===== config.mk =====
export PLATFORM = sky130hd
export DESIGN_NAME = ram_port_arbiter
export DESIGN_NICKNAME = d
export VERILOG_FILES = /design/src/rtl/ram_arb_pkg.sv /design/src/rtl/ram_arb_priority.sv /design/src/rtl/ram_port_arbiter.sv
export SDC_FILE = /design/constraint.sdc
export NUM_CORES = 1
export LEC_CHECK = 0
export ABC_AREA = 1
export CORE_MARGIN = 3
export CORE_UTILIZATION = 38
export DETAILED_ROUTE_END_ITERATION = 8
export PLACE_DENSITY = 0.88
export SYNTH_ARGS = -nofsm -noshare
export SYNTH_HDL_FRONTEND = slang
export SYNTH_SLANG_ARGS = --single-unit
export TNS_END_PERCENT = 5

===== constraint.sdc =====
create_clock -name clk -period 1.9 [get_ports clk]
set_input_delay 0.38 -clock clk [delete_from_list [all_inputs] [get_ports clk]]
set_output_delay 0.38 -clock clk [all_outputs]
set_load 0.01 [all_outputs]

===== src/rtl/ram_arb_pkg.sv =====
// ram_arb_pkg
// Shared types and constants for the two-port RAM arbiter.
//   arb_state_t : arbiter FSM states
//   ram_req_t   : one captured RAM access (we, addr, wdata, wmask)
//   RAM_RD_LAT  : RAM read latency in cycles (rden -> rdata)
package ram_arb_pkg;

  localparam int RAM_ADDR_W = 10;
  localparam int RAM_RD_LAT = 1;

  // Owner ids: requester 0 is the RISC-V core, requester 1 the PIM/DMA port.
  localparam logic OWNER_CORE  = 1'b0;
  localparam logic OWNER_ACCEL = 1'b1;

  typedef enum logic [1:0] {
    IDLE  = 2'd0,
    ISSUE = 2'd1,
    RDATA = 2'd2
  } arb_state_t;

  typedef struct packed {
    logic                  we;
    logic [RAM_ADDR_W-1:0] addr;
    logic [31:0]           wdata;
    logic [3:0]            wmask;
  } ram_req_t;

endpackage


===== src/rtl/ram_arb_priority.sv =====
// ram_arb_priority
// Winner select for the two requesters plus the saturating starvation
// counter. The core wins by default; the accelerator wins when it is the only
// requester or when it has watched STARVE_LIMIT core grants go by.
//   clk, reset_n  : clock, async active-low reset
//   arb_en        : arbiter is in IDLE this cycle (grant decision is taken)
//   req0, req1    : sampled requests
//   grant_valid   : at least one request present
//   grant_id      : owner id of the winner (OWNER_CORE / OWNER_ACCEL)
//   starve_cnt    : core grants seen while req1 was waiting
module ram_arb_priority
  import ram_arb_pkg::*;
#(
  parameter int STARVE_LIMIT = 4
) (
  input  logic       clk,
  input  logic       reset_n,
  input  logic       arb_en,
  input  logic       req0,
  input  logic       req1,
  output logic       grant_valid,
  output logic       grant_id,
  output logic [2:0] starve_cnt
);

  localparam logic [2:0] LIMIT = 3'(STARVE_LIMIT);

  logic force_accel;

  always_comb begin
    force_accel = req1 && (starve_cnt == LIMIT);
    grant_valid = req0 || req1;
    grant_id    = (req1 && (!req0 || force_accel)) ? OWNER_ACCEL : OWNER_CORE;
  end

  // Only an IDLE arbitration moves the counter. With req1 high and the
  // accelerator not chosen, the core necessarily won that arbitration.
  always_ff @(posedge clk or negedge reset_n) begin
    if (!reset_n) begin
      starve_cnt <= 3'd0;
    end else if (arb_en) begin
      if (!req1 || (grant_id == OWNER_ACCEL)) begin
        starve_cnt <= 3'd0;
      end else if (starve_cnt != LIMIT) begin
        starve_cnt <= starve_cnt + 3'd1;
      end
    end
  end

endmodule


===== src/rtl/ram_port_arbiter.sv =====
// ram_port_arbiter
// Shares a single-port 1K x 32 RAM between the core (port 0) and the
// accelerator/DMA (port 1). Each access is arbitrated in IDLE, captured, and
// driven to the RAM from registers in ISSUE; reads return in RDATA.
//   clk, reset_n                 : clock, async active-low reset
//   req*/we*/addr*/wdata*/wmask* : requester ports, held until gnt*
//   gnt*                         : pulse in the cycle the access hits the RAM
//   rvalid*, rdata               : read return, rdata shared by both ports
//   ram_*                        : registered RAM IP pins, ram_rdata back
//   starve_cnt                   : debug view of the starvation counter
//
// state | meaning
// IDLE  | arbitrate sampled requests, capture the winner
// ISSUE | RAM pins active for the captured access, gnt pulse to owner
// RDATA | RAM read data on rdata, rvalid pulse to owner
//
// ADDR_W must equal RAM_ADDR_W; the captured request uses the package width.
module ram_port_arbiter
  import ram_arb_pkg::*;
#(
  parameter int ADDR_W       = RAM_ADDR_W,
  parameter int STARVE_LIMIT = 4
) (
  input  logic              clk,
  input  logic              reset_n,
  input  logic              req0,
  input  logic              we0,
  input  logic [ADDR_W-1:0] addr0,
  input  logic [31:0]       wdata0,
  input  logic [3:0]        wmask0,
  input  logic              req1,
  input  logic              we1,
  input  logic [ADDR_W-1:0] addr1,
  input  logic [31:0]       wdata1,
  input  logic [3:0]        wmask1,
  output logic              gnt0,
  output logic              gnt1,
  output logic              rvalid0,
  output logic              rvalid1,
  output logic [31:0]       rdata,
  output logic [ADDR_W-1:0] ram_addr,
  output logic [31:0]       ram_wdata,
  output logic              ram_wen,
  output logic              ram_rden,
  output logic [3:0]        ram_byteena,
  input  logic [31:0]       ram_rdata,
  output logic [2:0]        starve_cnt
);

  arb_state_t state_q, state_d;
  ram_req_t   req_q, sel;
  logic       owner_q;
  logic       arb_en, grant_valid, grant_id;

  assign arb_en = (state_q == IDLE);

  ram_arb_priority #(
    .STARVE_LIMIT (STARVE_LIMIT)
  ) u_priority (
    .clk         (clk),
    .reset_n     (reset_n),
    .arb_en      (arb_en),
    .req0        (req0),
    .req1        (req1),
    .grant_valid (grant_valid),
    .grant_id    (grant_id),
    .starve_cnt  (starve_cnt)
  );

  // Read masks are dropped here so ram_byteena is already zero for reads.
  always_comb begin
    sel = '0;
    if (grant_id == OWNER_ACCEL) begin
      sel.we    = we1;
      sel.addr  = addr1;
      sel.wdata = wdata1;
      sel.wmask = we1 ? wmask1 : 4'b0000;
    end else begin
      sel.we    = we0;
      sel.addr  = addr0;
      sel.wdata = wdata0;
      sel.wmask = we0 ? wmask0 : 4'b0000;
    end
  end

  always_ff @(posedge clk or negedge reset_n) begin
    if (!reset_n) begin
      state_q <= IDLE;
    end else begin
      state_q <= state_d;
    end
  end

  always_comb begin
    state_d = state_q;
    case (state_q)
      IDLE:    if (grant_valid) state_d = ISSUE;
      ISSUE:   state_d = req_q.we ? IDLE : RDATA;
      RDATA:   state_d = IDLE;
      default: state_d = IDLE;
    endcase
  end

  // Capture register doubles as the RAM drive: addr/wdata hold between
  // accesses, while the strobe and byte enables live for the ISSUE cycle only.
  always_ff @(posedge clk or negedge reset_n) begin
    if (!reset_n) begin
      req_q    <= '0;
      owner_q  <= OWNER_CORE;
      ram_wen  <= 1'b0;
      ram_rden <= 1'b0;
    end else begin
      ram_wen     <= 1'b0;
      ram_rden    <= 1'b0;
      req_q.wmask <= 4'b0000;
      if (arb_en && grant_valid) begin
        owner_q  <= grant_id;
        req_q    <= sel;
        ram_wen  <= sel.we;
        ram_rden <= !sel.we;
      end
    end
  end

  assign ram_addr    = req_q.addr;
  assign ram_wdata   = req_q.wdata;
  assign ram_byteena = req_q.wmask;

  always_comb begin
    gnt0    = (state_q == ISSUE) && (owner_q == OWNER_CORE);
    gnt1    = (state_q == ISSUE) && (owner_q == OWNER_ACCEL);
    rvalid0 = (state_q == RDATA) && (owner_q == OWNER_CORE);
    rvalid1 = (state_q == RDATA) && (owner_q == OWNER_ACCEL);
    rdata   = (state_q == RDATA) ? ram_rdata : 32'd0;
  end

endmodule


==> metrics.txt <==
Worst IR Drop VDD=0.550 mV; Slew Limit Fails=0; LEAKAGE=3.17 nW; final wirelength=10.2 mm; via count=approximately 3700; Max stage delay on crit path=roughly 420 ps; Final Cycle Share=between 90% and 100%; Num CTS Buffers=5; CP cell instances=inv_1 -> nand2_1 -> buf_12 -> nor2_1 -> dlygate4sd2_1; vias per cell=4.34; ant diodes=0; Starting Density=between 30% and 40%; pre-CTS worst setup slack=-172 ps; post-synthesis net count=a little under 700; Hold WC Path Type=input port to asynchronous set/reset pin; register area share after synthesis=a little under two fifths; commonest cells after routing, fill and taps aside=nand2_1, clkdlybuf4s50_1, inv_1; synth warn=0; CTS tree=done; Post-Syn Instances=between 500 and 600; GR Overflow Total=0; Total Power=~6.4 mW; Post-CTS Setup Inserts=0; Final Skew=4.87 ps; synth unique cells=22; first-pass GRT wire length=approximately 17 mm; WP buf/inv=3; clock edge transition at the registers on the reported setup and hold paths=approximately 100 ps; Reg2Reg Depth=8; antenna viol nets, final=0; hpwl dp=8.28 mm; critical path arrival=approximately 1400 ps; vias in the first global route=around 3600; drt wl/cell=around 12 um; maximum clock path buffer count=2; syn avg cell area=between 6 and 7 um^2; WHS=29.4 ps; Worst Setup Start Kind=register; element type at the critical path end=output port; max_cap viols=0; initial DRC count=around 140; die width=between 100 and 150 um; cell family with most CP delay=buffers and inverters; area grow syn2layout=54.1%; Die ar.=10800 um^2; Worst path depth=5; Required @ worst endpoint=approximately 1500 ps; GRT Total Usage=roughly a fifth; number of H-tree levels=2; Port-buffer cells=roughly 220; Total Nets Final=846; core box area=between 9000 and 10000 um^2; Fmax=approximately 550 MHz; drt drc=0; setup ws final=between 90 and 100 ps; RSZ-0062 raised after global routing=no; commonest non-fill, non-tap cell in the layout=nand2_1; final hold violations=0; Die Ht=104 um; I/O Pins=about 220; number of sinks on the clock net=55; CP Class=register to output port; Worst-Skew Late Latency=roughly 300 ps; Root Driver=clkbuf_8; Tmin final=around 1800 ps; Rows=35; share of layout cells above drive strength 1=under 10%; CTS Hold Buffers Added=0; slew of the pin with the lowest slew margin=around 500 ps; largest net degree at the start of global routing=48; Power Dens Cells=about 1100 nW/um^2; gpl congestion=about 0.77; status=finished, final reports clean; final setup violation count=0; slowest stage cell, crit path=dfrtp_1; CP Max Fanout=34; Synth Register Bits=between 50 and 60; Slew headroom=66.7%; initial antenna violation count=0; fillcell total=836; cell area after synthesis=3660 um^2; drt pass-1 iters=4
-- synth_stat cells --
library cell,n,area (um^2)
nand2_1,203,762
inv_1,121,454
dfrtp_1,55,1380
buf_4,47,353
nor2_1,43,161
nand3_1,37,185
buf_2,7,35.0
buf_6,7,78.8
nand3_2,7,70.1
clkbuf_1,4,15.0
buf_12,2,40.0
buf_8,2,30.0
ha_1,2,25.0
inv_2,2,7.51
o21ai_0,2,10.0
a21boi_2,1,11.3
a21oi_1,1,5.00
nor2_2,1,6.26
nor2_4,1,11.3
o22ai_1,1,6.26
or2_2,1,6.26
xor2_1,1,8.76
-- routing by layer --
layer / wire length, um / part of all wire [%] / global-route usage, % / vias up
met4: 201 / 2.0 / 5.70 / 0
met5: 0 / 0 / 0 / -
met1: 3750 / 37 / 19.0 / 1657
met2: 5520 / 54 / 36.5 / 151
li1: - / - / - / 1838
met3: 779 / 7.6 / 4.97 / 17
-- area by class of cell --
class | count | area (um^2) | share of cell area [%]
repair buffers | 228 | 2240 | 39.7
flip-flops and latches | 55 | 1380 | 24.4
multi-input cells | 301 | 1280 | 22.8
inverters | 123 | 462 | 8.19
well taps | 129 | 161 | 2.86
clock buffers | 6 | 82.6 | 1.47
clock inverters | 2 | 35.0 | 0.622
-- kinds of logic (layout without fill, tap and decap cells) --
| logic type | count (synthesis) | in the layout | synth area share [%] |
|---|---|---|---|
| buf+inv | 192 | 359 | 27.7 |
| fa+ha+maj | 2 | 2 | 0.684 |
| simple gates | 293 | 293 | 32.9 |
| compound gates | 5 | 5 | 0.889 |
| xor+xnor | 1 | 1 | 0.239 |
| flops | 55 | 55 | 37.6 |
-- worst paths after layout --
check | start | endpoint | slack, ps
setup / recovery | state_q[0]$_DFFE_PN0P_ | rdata[18] | 90
hold / removal | reset_n | ram_wdata[15]$_DFFE_PN0P_ | 30
setup reg to reg | u_priority.starve_cnt[0]$_DFFE_PN0P_ | ram_wdata[25]$_DFFE_PN0P_ | 260
hold reg to reg | req_q[46]$_DFFE_PN0P_ | state_q[1]$_DFFE_PN0P_ | 440
max in group asynchronous | reset_n | ram_addr[4]$_DFFE_PN0P_ | 1210
min in group clk | req_q[46]$_DFFE_PN0P_ | state_q[1]$_DFFE_PN0P_ | 440
-- worst register-to-register path: stages, from the launching register on --
cell and delay, ps:
dfrtp_1 430, inv_1 100, ha_1 170, nand2_1 110, a21boi_4 210, buf_12 250, nand2_1 100, nand3_1 120
nand2_1 60
-- per-stage QoR --
stage	util (%)	setup TNS, ps	area, um^2	std cells
global route	60.7	0	5640	844
global placement	60.1	-364	5580	836
CTS	60.9	0	5650	844
floorplan	-	0	3660	548
finish	60.7	0	5640	844
detailed placement	60.1	-379	5580	836
-- where the power goes --
group / internal, mW / switching [mW] / total, mW
sequential: 1.72 / 0.306 / 2.02
combinational: 1.82 / 1.80 / 3.63
clock: 0.427 / 0.366 / 0.793
total: 3.97 / 2.48 / 6.44
-- sequential cells by signal, indices dropped and copies added, names as in the netlist, 2 cells and up --
| name | count |
|---|---|
| ram_byteena | 4 |
| state_q | 2 |
| ram_wdata | 32 |
| ram_addr | 10 |
| u_priority.starve_cnt | 3 |
-- repair_timing --
item                       CTS  global route
setup endpoints to repair   36            14
resized for setup           36            23
pin swaps                    0             0
Power figures use the tool's default switching activity.
